`src/rtl/apb_master.sv`:
```
// APB3 requester: one valid/ready command becomes one SETUP/ACCESS transfer and one response.
// Latency: 4 cycles minimum per transfer; optional ACCESS timeout via APB_MASTER_TIMEOUT_EN.
module apb_master #(
  parameter int ADDR_WIDTH     = 5,
  parameter int DATA_WIDTH     = 32,
  parameter int TIMEOUT_CYCLES = 16
) (
  input  logic                  clk,
  input  logic                  rst,
  input  logic                  cmd_valid,
  output logic                  cmd_ready,
  input  logic                  cmd_write,
  input  logic [ADDR_WIDTH-1:0] cmd_addr,
  input  logic [DATA_WIDTH-1:0] cmd_wdata,
  output logic                  rsp_valid,
  input  logic                  rsp_ready,
  output logic [DATA_WIDTH-1:0] rsp_rdata,
  output logic                  rsp_err,
  output logic [ADDR_WIDTH-1:0] paddr,
  output logic                  pwrite,
  output logic                  psel,
  output logic                  penable,
  output logic [DATA_WIDTH-1:0] pwdata,
  input  logic [DATA_WIDTH-1:0] prdata,
  input  logic                  pready,
  input  logic                  pslverr
);

  typedef enum logic [1:0] {IDLE, SETUP, ACCESS, RESP} state_t;

  state_t                  state, state_nxt;
  logic                    psel_nxt, penable_nxt, pwrite_nxt;
  logic [ADDR_WIDTH-1:0]   paddr_nxt;
  logic [DATA_WIDTH-1:0]   pwdata_nxt;
  logic                    rsp_valid_nxt, rsp_err_nxt;
  logic [DATA_WIDTH-1:0]   rsp_rdata_nxt;

`ifdef APB_MASTER_TIMEOUT_EN
  localparam int CNT_W = $clog2(TIMEOUT_CYCLES + 1);
  // Abort on the wait cycle that brings the count up to TIMEOUT_CYCLES.
  localparam logic [CNT_W-1:0] TO_LIM = CNT_W'(TIMEOUT_CYCLES - 1);
  logic [CNT_W-1:0] cnt, cnt_nxt;
`else
  // TIMEOUT_CYCLES only matters when the timeout is built in.
  if (TIMEOUT_CYCLES < 1) begin : g_timeout_unused
  end
`endif

  assign cmd_ready = (state == IDLE) && !rst;

  always_comb begin
    state_nxt     = state;
    psel_nxt      = psel;
    penable_nxt   = penable;
    pwrite_nxt    = pwrite;
    paddr_nxt     = paddr;
    pwdata_nxt    = pwdata;
    rsp_valid_nxt = rsp_valid;
    rsp_rdata_nxt = rsp_rdata;
    rsp_err_nxt   = rsp_err;
`ifdef APB_MASTER_TIMEOUT_EN
    cnt_nxt       = cnt;
`endif
    case (state)
      IDLE: begin
        if (cmd_valid) begin
          state_nxt   = SETUP;
          psel_nxt    = 1'b1;
          penable_nxt = 1'b0;
          pwrite_nxt  = cmd_write;
          paddr_nxt   = cmd_addr;
          pwdata_nxt  = cmd_write ? cmd_wdata : '0;
        end
      end
      SETUP: begin
        state_nxt   = ACCESS;
        penable_nxt = 1'b1;
`ifdef APB_MASTER_TIMEOUT_EN
        cnt_nxt     = '0;
`endif
      end
      ACCESS: begin
        if (pready) begin
          state_nxt     = RESP;
          psel_nxt      = 1'b0;
          penable_nxt   = 1'b0;
          rsp_valid_nxt = 1'b1;
          rsp_rdata_nxt = pwrite ? '0 : prdata;
          rsp_err_nxt   = pslverr;
        end
`ifdef APB_MASTER_TIMEOUT_EN
        else if (cnt == TO_LIM) begin
          state_nxt     = RESP;
          psel_nxt      = 1'b0;
          penable_nxt   = 1'b0;
          rsp_valid_nxt = 1'b1;
          rsp_rdata_nxt = '0;
          rsp_err_nxt   = 1'b1;
        end else begin
          cnt_nxt = cnt + 1'b1;
        end
`endif
      end
      RESP: begin
        if (rsp_ready) begin
          state_nxt     = IDLE;
          rsp_valid_nxt = 1'b0;
        end
      end
      default: state_nxt = IDLE;
    endcase
  end

  always_ff @(posedge clk) begin
    if (rst) begin
      state     <= IDLE;
      psel      <= 1'b0;
      penable   <= 1'b0;
      pwrite    <= 1'b0;
      paddr     <= '0;
      pwdata    <= '0;
      rsp_valid <= 1'b0;
      rsp_rdata <= '0;
      rsp_err   <= 1'b0;
`ifdef APB_MASTER_TIMEOUT_EN
      cnt       <= '0;
`endif
    end else begin
      state     <= state_nxt;
      psel      <= psel_nxt;
      penable   <= penable_nxt;
      pwrite    <= pwrite_nxt;
      paddr     <= paddr_nxt;
      pwdata    <= pwdata_nxt;
      rsp_valid <= rsp_valid_nxt;
      rsp_rdata <= rsp_rdata_nxt;
      rsp_err   <= rsp_err_nxt;
`ifdef APB_MASTER_TIMEOUT_EN
      cnt       <= cnt_nxt;
`endif
    end
  end

endmodule

```
`config.mk`:
```
export PLATFORM = sky130hd
export DESIGN_NAME = apb_master
export DESIGN_NICKNAME = d
export VERILOG_FILES = /design/src/rtl/apb_master.sv
export SDC_FILE = /design/constraint.sdc
export NUM_CORES = 1
export LEC_CHECK = 0
export ABC_AREA = 1
export CELL_PAD_IN_SITES_DETAIL_PLACEMENT = 1
export CELL_PAD_IN_SITES_GLOBAL_PLACEMENT = 1
export CORE_ASPECT_RATIO = 1.25
export CORE_MARGIN = 2
export CORE_UTILIZATION = 28
export CTS_BUF_LIST = sky130_fd_sc_hd__clkbuf_4
export DETAILED_ROUTE_END_ITERATION = 8
export PLACE_DENSITY = 0.92
export SETUP_SLACK_MARGIN = 0.2
export SLEW_MARGIN = 5
export SYNTH_ARGS = -nofsm -noshare
export SYNTH_HDL_FRONTEND = slang
export SYNTH_SLANG_ARGS = --single-unit
```
`constraint.sdc`:
```
create_clock -name clk -period 1.7 [get_ports clk]
set_input_delay 0.34 -clock clk [delete_from_list [all_inputs] [get_ports clk]]
set_output_delay 0.34 -clock clk [all_outputs]
set_load 0.05 [all_outputs]
```
; Yosys cells after proc, flatten, opt, wreduce, memory -nomap -nowiden
; Cells that the tools add are included.
[classes]
n_mul = 0
n_eq_ne = 6
n_reduce_logical = 12
div = 0
order_cmp = 0
n_mux = 14
n_bitwise = 0
shift = 0
n_addsub = 0
[ops]
columns = cell, count
row1 = $mux 32, 2
row2 = $reduce_and 3->1, 4
row3 = $pmux 2 s4, 1
row4 = $mux 2, 3
row5 = $ne 2x2->1 const B, 3
row6 = $mux 1, 5
row7 = $eq 2x2->1 const B, 2
row8 = $pmux 1 s2, 2
row9 = $reduce_and 2->1, 2
row10 = $reduce_bool 2->1, 2
row11 = $pmux 1 s3, 1
row12 = $reduce_bool 3->1, 1
row13 = $eq 2x1->1 const B, 1
row14 = $logic_not 2->1, 1
row15 = $logic_and 1x1->1, 1
row16 = $logic_not 1->1, 1
[totals]
n_memories = 0
ff_bits = 76
word_cells = 41
input_bits = 76
latch_bits = 0
output_inout_bits = 75
mem_bits_ro = 0
mem_bits_rw = 0

; Longest topological paths before layout
; Gate-level depths: netlist of the first run.
[depth]
word_depth = 3
depth_mapped = 8
mapped_depth_nobuf = 8

; Worst setup path after synthesis of the first run
; OpenSTA, ideal clock, no wires.
[synth_timing]
kind = register to output
startpoint = register state[0]
endpoint = output port cmd_ready
t_arrival_ps = 1394
path_slack_ps = -34
required_time_ps = 1360
stages_incl_launch_ff = 5
path_cell_list = dfxtp_1 inv_1 ha_1 inv_1 nor2_1
[synth_between]
elab_chain_len = 2
[synth_rtl]
columns = item, line_no
row1 = "start, declared", 31  ; state_t state, state_nxt;
row2 = "start signal, assigned", 129  ; state <= state_nxt;
row3 = $logic_not 2->1, 49  ; assign cmd_ready = (state == IDLE) && !rst;
row4 = $logic_and 1x1->1, 49
row5 = "end, declared", 11  ; output logic cmd_ready,
; No other way between the ends.

; Final worst setup path of the first run
; Same ends and word-level chain as after synthesis.

==> results of run 1 <==
[logic make-up (layout without fill, tap and decap cells)]
group | after synthesis | after routing | synth area share
buffers and inverters | 40 | 199 | 0.07272
AO/OA/AOI/OAI | 73 | 73 | 0.1362
flip-flops | 76 | 76 | 0.5111
AND/OR/NAND/NOR | 171 | 171 | 0.2505
adder cells (fa/ha/maj) | 7 | 7 | 0.02942
[power by group through the flow]
stage / registers, mW / clock network [mW] / logic [mW]
2_1_floorplan: 2.97 / 0 / 1.04
3_3_place_gp: 2.21 / 0 / 2.55
3_5_place_dp: 2.23 / 0 / 2.63
4_1_cts: 2.20 / 1.28 / 2.79
5_1_grt: 2.23 / 1.33 / 3.07
6_report: 2.20 / 1.22 / 2.84
[layout make-up]
cell class / instances / area [µm²] / share of cell area
flip-flops and latches: 76 / 1529 / 0.3259
repair buffers: 167 / 1506 / 0.3211
multi-input cells: 251 / 1270 / 0.2707
well taps: 132 / 165.2 / 0.03520
clock inverters: 6 / 78.83 / 0.01680
clock buffers: 10 / 75.07 / 0.01600
inverters: 16 / 67.56 / 0.01440
[cells in the final DEF (no fill, tap or decap), types with 2 or more instances in the layout]
cell	count
nand2_1	99
buf_4	85
clkdlybuf4s50_1	74
dfxtp_1	74
a21oi_1	55
nand3_1	35
nor2_1	21
inv_1	11
a21oi_2	11
nand2_2	10
clkbuf_4	10
o21ai_0	6
ha_1	5
inv_4	3
clkinv_2	3
buf_12	3
inv_2	2
nand2_4	2
bufinv_16	2
buf_6	2
dfxtp_4	2
[critical path: stages, from the launching register on]
cell	delay (ps)
dfxtp_4	370
inv_4	60
ha_4	130
inv_2	40
nor2_4	80
buf_8	150
[per-stage QoR]
| stage | hold WS (ps) | setup slack (ps) | power [mW] |
|---|---|---|---|
| after floorplan | 476.4 | 313.9 | 4.003 |
| after CTS | 423.9 | 72.91 | 6.275 |
| after global routing | 438.3 | 46.77 | 6.629 |
| after global placement | 453.0 | 161.8 | 4.765 |
| final | 465.5 | 117.1 | 6.257 |
| after detailed placement | 457.4 | 95.47 | 4.857 |
[routing by layer]
layer	vias up	GRT usage
li1	1493	-
met1	1441	0.1894
met2	110	0.2899
met3	12	0.04301
met4	0	0.06696
met5	-	0
[worst min path at each step]
stage          depth (start not counted)  slack (ps)                    endpoint
2_1_floorplan                          2         480     pwdata[10]$_SDFFE_PP0P_
3_3_place_gp                           2         450  rsp_rdata[12]$_SDFFE_PP0P_
3_5_place_dp                           2         460  rsp_rdata[12]$_SDFFE_PP0P_
4_1_cts                                3         420     pwdata[14]$_SDFFE_PP0P_
5_1_grt                                3         440     pwdata[21]$_SDFFE_PP0P_
6_report                               4         470       state[0]$_SDFFE_PP0P_
[timing repair]
action                                  CTS  global route
resized for setup                        13             6
gates cloned                              0             1
pin swaps                                 1             1
hold endpoints to repair                  0             0
setup buffers                             5             0
endpoints found under the setup margin   45            39
[flip-flops by register name, summed over array words and instances, names as in the netlist]
signal and flops:
paddr 5, penable 1, psel 1, pwdata 32, pwrite 1, rsp_err 1, rsp_rdata 32, rsp_valid 1
state 2
==> flow_summary.toml, run 1 <==
[detailed_routing]
drtIter0Drc = 58
highest_layer = "met4"
wl_per_cell_um = 14.88
dr_wl_met2_mm = 4.917
wirelength_mm = 9.788
drc_errors = 0
via_per_inst = 4.644
detail-route-antenna-nets = 0
vias = 3056
met1_length_mm = 3.962
drtPass1Iterations = 4
met3WireLength_um = 748

[logic_synthesis]
netlist.area_leader.share = 0.5111
synthFlopType = "dfxtp_1"
synth-async-reset-ratio = 0
synthesis.area_um2 = 2977
syn_nets = 450
synth_area_per_cell_um2 = 8.111
yosys.cell_types.count = 22
yosys-top-cells-count = "nand2_1, dfxtp_1, a21oi_1"
syn_inst = 367
ys_seq_elements = 76
synth_edf_count = 0
synth_most_common_cell = "nand2_1"
synthTopCellsByArea = "dfxtp_1, nand2_1, a21oi_1, nand3_1, a21oi_2"
synth_top_area_cell = "dfxtp_1"
synth-seq-area-share = 0.5111
synth_warnings = 0

[setup_path]
ff2ff_path_depth = 7
end_kind = "output port"
crit_path_start_kind = "register"
crit_type = "register to output port"
arrival_ps = 1240
r2r-start = "state[0]$_SDFFE_PP0P_"
crit_path_end = "cmd_ready"
rr_endpoint = "rsp_rdata[3]$_SDFFE_PP0P_"
reg2reg_slack_ps = 280
worstPathMaxFanout = 2
startpoint = "state[0]$_SDFFE_PP0P_"
worstPathRequired_ps = 1360

[sta]
slew_violations = 0
max_freq_mhz = 631.8
rsz0062_at_grt = "yes"
period_needed_ps = 1583
tns_ps = 0
setup_viol = 0
period_share = 0.9311
final-hold-violation-count = 0
max-slew-margin-rel = 0.7377
worst_pin_slew_ps = 393.4
finClkSkew_ps = 16.21

[hold_path]
hold_class = "input pin to register"
holdCritStartpoint = "rst"

[die]
ios = 151
die_y_um = 119.3
rows = 42
start_util = 0.2846
die_w_um = 96.22
die_area_um2 = 11480
core_area_um2 = 10460

[placement]
port-buffer-count = 150
post_dp_cell_area_um2 = 4422
place.gp.congestion = 0.7560
dp_cells = 636
dp_hpwl_mm = 7.191

[pwr]
leakagePower_nw = 1.921
power.share.clock = 0.195
switching_share = 0.4140
pwr-share-seq = 0.351
power.density_nw_per_um2 = 1334
ir_drop_v = 0.0004183
p_sw_mw = 2.590
combPwrFrac = 0.454
p_int_mw = 3.667

[final_layout]
antenna_cells = 0
instances_no_fill = 658
syn_to_final_growth_pct = 57.63
finalInstanceArea_um2 = 4692
drive_gt1_frac = 0.2738
nNetsFinal = 604
fillers = 1262
final_util = 0.4487

[clock_network]
numCtsBuffers = 9
cts_num_sinks = 76
htreeDepth = 3
clk_pin_slew_ps = 120
ctsHoldBuffers = 0
clkLatencyLatePin_ps = 420
cts_root_buffer = "clkbuf_4"
clock_path_buffers = 2
cts_tree = "built"

[global_route]
grt_pass1_wl_mm = 14.95
grt_max_degree = 40
grtUsageTotal = 0.1667
overflow = 0
grt_antenna_before_repair = 0
first_global_vias = 3141

[status]
outcome = "finished, final reports clean"

[job]
drv_cap = 0
No activity file was read; power rests on OpenSTA's default activity.
==> inputs of run 2 (changes only) <==
- CORE_UTILIZATION: 28 -> 31
- PLACE_DENSITY: 0.92 -> 0.95
- SKIP_LAST_GASP: default -> 1
- clock period: 1.7 -> 2 ns (I/O delays scaled with it)
==> flow_summary.toml, run 2 (synthesis gave the netlist of run 1 again) <==
[sta]
period_needed_ps = 1731
final-hold-violation-count = 0
worst_pin_slew_ps = 537.1
finClkSkew_ps = 14.05
finalWorstSetupSlack_ps = 269.0
max-slew-margin-rel = 0.6434
period_share = 0.8655
rsz0062_at_grt = "no"
max_freq_mhz = 577.7
setup_viol = 0
slew_violations = 0
tns_ps = 0

[detailed_routing]
wl_per_cell_um = 15.86
vias = 3051
via_per_inst = 4.708
wirelength_mm = 10.28
detail-route-antenna-nets = 0
drc_errors = 0
drtPass1Iterations = 4
drtIter0Drc = 95

[final_layout]
final_util = 0.4910
mostFrequentLayoutCells = "nand2_1, clkdlybuf4s50_1, dfxtp_1"
instances_no_fill = 648
ff_latch_area_um2 = 1529
drive_gt1_frac = 0.1226
top_regs = "pwdata x32, rsp_rdata x32, paddr x5"
syn_to_final_growth_pct = 56.03
layout_commonest_cell = "nand2_1"
nNetsFinal = 601
antenna_cells = 0
fillers = 1164
finalInstanceArea_um2 = 4644
multi_input_area_um2 = 1259

[global_route]
use_met3 = 0.05086
grt_antenna_before_repair = 0
met1_usage = 0.2082
grt_util_met2 = 0.3696
grtUsageTotal = 0.1992
grt_max_degree = 37
grt_pass1_wl_mm = 16.31
grt_most_used_layer = "met2"
overflow = 0
first_global_vias = 3408

[clock_network]
ctsHoldBuffers = 0
cts_tree = "built"
cts_root_buffer = "clkbuf_4"
clkLatencyLatePin_ps = 410
numCtsBuffers = 9
cts_num_sinks = 76
clk_pin_slew_ps = 120
htreeDepth = 3
clock_path_buffers = 2

[die]
die_y_um = 113.6
start_util = 0.3147
rows = 40
die_area_um2 = 10410
core_area_um2 = 9459
ios = 151
die_w_um = 91.65

[setup_path]
arrival_ps = 1330
path_delay_family = "buffers and inverters"
end_kind = "output port"
reg2reg_slack_ps = 390
crit_type = "register to output port"
crit_path_start_kind = "register"
path_cells = "dlygate4sd2_1"
slowest_stage = "dlygate4sd2_1"
worstPathRequired_ps = 1600
worstPathMaxFanout = 2
critical_path_buf_inv_count = 1
cp_slowest_stage_delay_ps = 550

[placement]
place.gp.congestion = 0.7383
pre_cts_ws_ps = 199.4
port-buffer-count = 150
dp_hpwl_mm = 7.757
post_dp_cell_area_um2 = 4554
dp_cells = 627

[pwr]
leakagePower_nw = 2.048
power.density_nw_per_um2 = 1060
ir_drop_v = 0.0003961

[hold_path]
hold_class = "register to register"

[job]
drv_cap = 0

[status]
outcome = "finished, final reports clean"
[run 2: per-layer routing]
layer / routed length (µm) / share of wire
met1: 3969 / 0.39
met2: 5338 / 0.52
met3: 687 / 0.067
met4: 282 / 0.027
met5: 0 / 0
[run 2: cell type report]
type / count / share of cell area
clock inverter: 4 / 0.003772
clock buffer: 11 / 0.01778
multi-input combinational: 251 / 0.2710
sequential: 76 / 0.3292
tap: 126 / 0.03394
timing repair buffer: 164 / 0.3303
inverter: 16 / 0.01401
[run 2: repair_timing]
item                                    CTS  global route
pin swaps                                 0             2
setup buffers                             0             6
gates resized for setup                  74            13
hold endpoints to repair                  0             0
endpoints found under the setup margin   74             5
[run 2: power breakdown]
group / total, mW / switching [mW] / internal, mW
sequential: 1.86 / 0.123 / 1.74
combinational: 2.29 / 1.54 / 0.758
clock: 0.768 / 0.502 / 0.266
[run 2: per-stage QoR]
step,power (mW),hold slack [ps]
2_1_floorplan,3.390,536.4
3_3_place_gp,4.050,451.5
3_5_place_dp,4.168,457.9
4_1_cts,4.820,418.1
5_1_grt,5.244,480.2
6_report,4.923,469.7
[run 2: final timing paths]
check,from,endpoint,depth (start not counted)
max,pwdata[6]$_SDFFE_PP0P_,pwdata[6],1
max reg2reg,state[1]$_SDFFE_PP0P_,rsp_rdata[27]$_SDFFE_PP0P_,6
min reg2reg,rsp_rdata[22]$_SDFFE_PP0P_,rsp_rdata[22]$_SDFFE_PP0P_,2
min,rsp_rdata[22]$_SDFFE_PP0P_,rsp_rdata[22]$_SDFFE_PP0P_,2
